==> src/rtl/mem_access_unit.sv <==
// Data-memory access unit: takes one load/store at a time from the memory
// stage, drives a req/ack bus transaction with a timeout, and returns an
// aligned, extended load result as a single-cycle completion pulse.
module mem_access_unit #(
   parameter int TIMEOUT_CYCLES = 255
) (
   input  logic        clk,
   input  logic        reset_n,
   input  logic        req_valid,
   input  logic        req_write,
   input  logic [1:0]  req_size,
   input  logic        req_signed,
   input  logic [31:0] req_addr,
   input  logic [31:0] req_wdata,
   output logic        req_ready,
   output logic        stall,
   output logic        resp_valid,
   output logic [31:0] resp_rdata,
   output logic        resp_err,
   output logic        mem_req,
   output logic        mem_we,
   output logic [31:0] mem_addr,
   output logic [3:0]  mem_be,
   output logic [31:0] mem_wdata,
   input  logic        mem_ack,
   input  logic [31:0] mem_rdata
);

   // The wait counter only has to reach TIMEOUT_CYCLES-1 before giving up.
   localparam int CNT_W = (TIMEOUT_CYCLES > 1) ? $clog2(TIMEOUT_CYCLES) : 1;
   localparam logic [CNT_W-1:0] CNT_LAST = CNT_W'(TIMEOUT_CYCLES - 1);

   localparam logic [1:0] S_IDLE = 2'd0;
   localparam logic [1:0] S_BUS  = 2'd1;
   localparam logic [1:0] S_RESP = 2'd2;

   logic [1:0]       state;
   logic [CNT_W-1:0] cnt;
   logic             write_q;
   logic             signed_q;
   logic [1:0]       size_q;
   logic [31:0]      addr_q;
   logic [3:0]       be_q;
   logic [31:0]      wdata_q;
   logic [31:0]      rdata_q;
   logic             err_q;

   logic             req_bad;
   logic [3:0]       lane_be;
   logic [31:0]      lane_wdata;
   logic [7:0]       byte_sel;
   logic [15:0]      half_sel;
   logic [31:0]      load_data;
   logic             in_idle;
   logic             in_bus;
   logic             in_resp;

   // Decode the incoming request: alignment/size check, lane strobes and replicated store data.
   always_comb begin
      req_bad    = 1'b0;
      lane_be    = 4'b0000;
      lane_wdata = 32'h0;
      case (req_size)
         2'b00: begin
            lane_be    = 4'b0001 << req_addr[1:0];
            lane_wdata = {4{req_wdata[7:0]}};
         end
         2'b01: begin
            req_bad    = req_addr[0];
            lane_be    = req_addr[1] ? 4'b1100 : 4'b0011;
            lane_wdata = {2{req_wdata[15:0]}};
         end
         2'b10: begin
            req_bad    = (req_addr[1:0] != 2'b00);
            lane_be    = 4'b1111;
            lane_wdata = req_wdata;
         end
         default: begin
            req_bad = 1'b1;
         end
      endcase
   end

   // Select the addressed lane(s) of the bus word and sign- or zero-extend them.
   always_comb begin
      byte_sel  = mem_rdata[{addr_q[1:0], 3'b000} +: 8];
      half_sel  = mem_rdata[{addr_q[1], 4'b0000} +: 16];
      load_data = mem_rdata;
      case (size_q)
         2'b00:   load_data = {{24{signed_q & byte_sel[7]}}, byte_sel};
         2'b01:   load_data = {{16{signed_q & half_sel[15]}}, half_sel};
         default: load_data = mem_rdata;
      endcase
   end

   // Request/bus/response sequencing; the request is latched on acceptance so the bus side stays stable.
   always_ff @(posedge clk or negedge reset_n) begin
      if (!reset_n) begin
         state    <= S_IDLE;
         cnt      <= '0;
         write_q  <= 1'b0;
         signed_q <= 1'b0;
         size_q   <= 2'b00;
         addr_q   <= 32'h0;
         be_q     <= 4'b0000;
         wdata_q  <= 32'h0;
         rdata_q  <= 32'h0;
         err_q    <= 1'b0;
      end else begin
         case (state)
            S_IDLE: begin
               if (req_valid) begin
                  write_q  <= req_write;
                  signed_q <= req_signed;
                  size_q   <= req_size;
                  addr_q   <= req_addr;
                  be_q     <= lane_be;
                  wdata_q  <= lane_wdata;
                  rdata_q  <= 32'h0;
                  cnt      <= '0;
                  err_q    <= req_bad;
                  state    <= req_bad ? S_RESP : S_BUS;
               end
            end
            S_BUS: begin
               if (mem_ack) begin
                  rdata_q <= write_q ? 32'h0 : load_data;
                  err_q   <= 1'b0;
                  state   <= S_RESP;
               end else if (cnt == CNT_LAST) begin
                  rdata_q <= 32'h0;
                  err_q   <= 1'b1;
                  state   <= S_RESP;
               end else begin
                  cnt <= cnt + CNT_W'(1);
               end
            end
            S_RESP: begin
               state <= S_IDLE;
            end
            default: begin
               state <= S_IDLE;
            end
         endcase
      end
   end

   assign in_idle = (state == S_IDLE);
   assign in_bus  = (state == S_BUS);
   assign in_resp = (state == S_RESP);

   // Bus and response outputs are gated by state so they read as zero outside their phase.
   always_comb begin
      req_ready  = in_idle;
      stall      = (in_idle & req_valid) | in_bus;
      mem_req    = in_bus;
      mem_we     = in_bus & write_q;
      mem_addr   = in_bus ? {addr_q[31:2], 2'b00} : 32'h0;
      mem_be     = in_bus ? be_q : 4'b0000;
      mem_wdata  = in_bus ? wdata_q : 32'h0;
      resp_valid = in_resp;
      resp_err   = in_resp & err_q;
      resp_rdata = in_resp ? rdata_q : 32'h0;
   end

endmodule

==> config.mk <==
export PLATFORM = sky130hd
export DESIGN_NAME = mem_access_unit
export DESIGN_NICKNAME = d
export VERILOG_FILES = /design/src/rtl/mem_access_unit.sv
export SDC_FILE = /design/constraint.sdc
export NUM_CORES = 1
export LEC_CHECK = 0
export ABC_AREA = 1
export CAP_MARGIN = 10
export CELL_PAD_IN_SITES_DETAIL_PLACEMENT = 1
export CELL_PAD_IN_SITES_GLOBAL_PLACEMENT = 1
export CORE_ASPECT_RATIO = 0.8
export CORE_MARGIN = 5
export CORE_UTILIZATION = 35
export CTS_BUF_LIST = sky130_fd_sc_hd__clkbuf_4
export DETAILED_ROUTE_END_ITERATION = 10
export MAX_ROUTING_LAYER = met4
export PLACE_DENSITY = 0.95
export SYNTH_ARGS = -nofsm -noshare
export SYNTH_HDL_FRONTEND = slang
export SYNTH_SLANG_ARGS = --single-unit
==> constraint.sdc <==
create_clock -name clk -period 2.45 [get_ports clk]
set_clock_uncertainty 0.05 [all_clocks]
set_input_delay 0.6125 -clock clk [delete_from_list [all_inputs] [get_ports clk]]
set_output_delay 0.6125 -clock clk [all_outputs]
set_load 0.03 [all_outputs]
# Word-level counts from Yosys, hierarchy flattened
# Cells that the tools add are included.
# totals
ff_bits	115
memories	0
inputBits	104
word_cells	66
latchBits	0
rom_bits	0
output_inout_bits	106
mem_bits_rw	0
# op_classes
n_eq_ne	10
multipliers	0
n_reduce_logical	9
n_addsub	1
mux	27
bitwise_logic	6
magnitude_cmp	0
n_div	0
n_shift	3
# op_table
operator	n
$mux 32	7
$pmux 32 s2	2
$pmux 32 s3	1
$shiftx 32x6->16	1
$shiftx 32x6->8	1
$mux 8	3
$pmux 8 s2	1
$pmux 4 s3	1
$add 8x1->8 const B	1
$eq 8x8->1 const B	1
$mux 2	4
$mux 4	2
$eq 2x1->1 const B	3
$logic_not 2->1	3
$ne 2x2->1 const B	3
$and 1x1->1	5
$eq 2x2->1 const B	2
$pmux 2 s2	1
$reduce_and 2->1	2
$reduce_and 4->1	1
$reduce_bool 2->1	2
$shl 1x2->4 const A	1
$mux 1	3
$ne 3x2->1 const B	1
other kinds (4)	4

# Logic depth before layout (Yosys ltp)
# logic_depth
ltp_word	6
depth_mapped	11
mapped_depth_nobuf	10

# Worst setup path before layout
# OpenSTA, ideal clock, no wires.
# synth_timing
kind	reg-to-output
start	reg state[0]
end	out resp_rdata[10]
path_stages_with_launch	5
required_time_ns	1.788
t_arrival_ns	1.710
path_buffers	1
slack_ns	0.078
cell_sequence	dfrtp_1 nor2_1 inv_1 buf_1 nor2_1
# synth_between
elab_chain_len	2
# synth_lines
element	line	rtl
start: declaration	37	logic [1:0] state;
start signal: assignment	122	state <= req_bad ? S_RESP : S_BUS;
$eq 2x2->1	150	assign in_resp = (state == S_RESP);
named net resp_valid	17	output logic resp_valid,
$mux 32	163	resp_rdata = in_resp ? rdata_q : 32'h0;
end: declaration	18	output logic [31:0] resp_rdata,
# The timed path passes the listed nets, and every way through them passes these cells.

# Worst setup path after layout
# layout_timing
start	reg state[1]
end	out mem_wdata[5]
# layout_between
elab_chain_len	2
# layout_lines
element	line	rtl
$eq 2x1->1	149	assign in_bus = (state == S_BUS);
$mux 32	160	mem_wdata = in_bus ? wdata_q : 32'h0;
end: declaration	24	output logic [31:0] mem_wdata,
# Every way passes these cells.

==> results.toml <==
[placed_design]
io_buffers = 207
hpwl_mm = 16.3
dp_slack_ps = 147
gp_congestion = 0.862

[logic_synthesis]
synth_top_area_cell = "dfrtp_1"
ys_seq_area_share_pct = 46.4
synth_cell_types = 34
ys_ff_latch = 115
synth_cells = 884
syn_area_um2 = 6210
synth-edff-count = 0
yosysMostFrequentCell = "nand2_1"
ys_warn_count = 0
syn-mean-instance-area_um2 = 7.02
ys_top_cells_by_area = "dfrtp_1, nand2_1, nor2_1"
synth_flop_cell = "dfrtp_1"
yosys-top-cells-count = "nand2_1, nor2_1, inv_1"
synth-async-reset-ratio_pct = 100
yosysTopAreaCellShare_pct = 46.4

[power]
power-per-cell-area_nw_per_um2 = 1090
leakage_uw = 0.00454
ir_drop_mv = 0.513

[routing]
drt-total-wl_mm = 23.7
first_pass_iters = 5
drc = 0
postRouteAntennaNets = 0
drt-initial-drc-count = 459
wl_per_cell_um = 17.7
vias = 6605
viasPerCell = 4.95

[sta]
worst_pin_slew_ps = 663
whs_ps = 422
final_period_minus_worst_setup_slack_ps = 2380
period_share_pct = 97.0
final.setup.worst_slack_ps = 73.5
slew-limit-headroom_pct = 55.8
setup_viol = 0
grt_setup_unrepaired = "yes"
maxSlewViolCount = 0
fmax_mhz = 421
final-hold-violation-count = 0

[global_routing]
grt_pass1_wl_mm = 36.5
grt_pass1_vias = 7076
grt-ovfl-total = 0
grt_max_degree = 121
track_usage_pct = 22.8
antenna_found_initial = 1

[finish]
area_growth_pct = 48.5
final_util_pct = 53.0
layout-drive-gt1-share_pct = 19.9
final_nets = 1201

[floorplanning]
rows = 43
die_h_um = 129
ios = 210
core_region_area_um2 = 17400
initial_core_util_pct = 35.7
fp.dieW_um = 159
dieArea_um2 = 20500

[critical_path]
cp-end-kind = "output pin"
worstPathArrival_ps = 1710
start_kind = "flop"
rr_worst_depth = 10
crit_type = "flop to output pin"
r2r_end = "rdata_q[8]$_DFFE_PN0P_"
r2r_setup_slack_ps = 580
rr_startpoint = "state[1]$_DFFE_PN0P_"
crit_fanout = 26
crit_required_ps = 1790

[clock_tree]
numCtsBuffers = 17
cts_tree = "built"
cts_root_buf = "clkbuf_4"
cts_sinks = 115
clk_transition_reported_paths_ps = 120
clkLatencyLatePin_ps = 510
clock_tree.buffer_depth = 2
htreeDepth = 4

[run_status]
status = "finished clean"

[run]
max-cap-violations = 0

[hold_path]
worstHoldPathType = "input pin to asynchronous set/reset pin"
-- where the power goes --
group          total (uW)  switching [uW]  internal, uW
sequential           3040             369          2670
clock                1710             801           904
combinational        5270            3440          1840
total               10000            4610          5410
-- worst max-delay path by stage --
stage | startpoint | endpoint | slack (ps) | cells past startpoint
final | state[1]$_DFFE_PN0P_ | mem_wdata[5] | 70 | 5
after global routing | state[1]$_DFFE_PN0P_ | mem_wdata[13] | -70 | 5
after floorplan | state[0]$_DFFE_PN0P_ | resp_rdata[10] | 80 | 4
after global placement | req_valid | stall | 120 | 6
after CTS | state[0]$_DFFE_PN0P_ | stall | 4 | 6
after detailed placement | req_valid | stall | 150 | 6
-- worst max-delay path, stage by stage (launching register included) --
cell and delay [ps]:
dfrtp_1 400, inv_2 110, nand2_4 90, bufbuf_16 320, nor2_1 110, buf_4 170
-- state kept, by name, indices dropped and copies added (netlist names) --
register	cells
wdata_q	32
write_q	1
be_q	4
cnt	8
size_q	2
state	2
err_q	1
rdata_q	32
addr_q	32
signed_q	1
-- metal layers --
layer	GRT usage (%)	part of all wire, %	vias to the layer above
li1	-	-	3127
met1	28.6	44	3239
met2	37.2	49	202
met3	4.61	5.1	37
met4	7.47	2.2	0
met5	-	0	-
-- final cells by class --
cell class              instances  area, um2
well taps                     225        282
clock inverters                15        213
diodes                          2       5.00
multi-input cells             594       2780
clock buffers                  17        128
fillers                      2175       8160
repair buffers                232       2400
flip-flops and latches        115       2880
inverters                     135        520
-- through the flow --
step,cell area [um2],TNS [ps],cells,power [uW]
finish,9210,0,1335,10000
global route,9210,-1750,1334,10700
CTS,8970,0,1331,9740
detailed placement,8500,0,1294,7770
global placement,8500,0,1294,7530
floorplan,6210,0,885,5960
-- what timing repair did --
item	CTS	global route
hold endpoints to repair	14	0
hold buffers	1	0
endpoints found under the setup margin	33	88
pin swaps	1	0
gates cloned	2	2
buffers inserted	2	0
gates resized for setup	19	58
-- cell usage in the layout, fill, tap and decap left out, types with 16 or more instances in the layout --
cell | Yosys | routed
o21ai_0 | 70 | 70
nand2_1 | 251 | 251
nor2_1 | 155 | 120
inv_1 | 128 | 126
clkdlybuf4s50_1 | 0 | 102
dfrtp_1 | 115 | 114
buf_4 | 6 | 87
nor2_4 | 0 | 16
clkbuf_4 | 0 | 17
a21oi_1 | 16 | 16
nor2_2 | 6 | 25
nand3_1 | 43 | 43
buf_12 | 0 | 22
-- kinds of logic (layout without fill, tap and decap cells) --
| group | count (synthesis) | in the layout | synth area share, % |
|---|---|---|---|
| other cells | 1 | 4 | 0.0604 |
| simple gates | 468 | 468 | 30.6 |
| xor+xnor | 3 | 3 | 0.423 |
| flops | 115 | 115 | 46.4 |
| compound gates | 119 | 119 | 10.5 |
| fa+ha+maj | 2 | 2 | 0.403 |
| buf+inv | 176 | 399 | 11.6 |
Power figures use the tool's default switching activity.
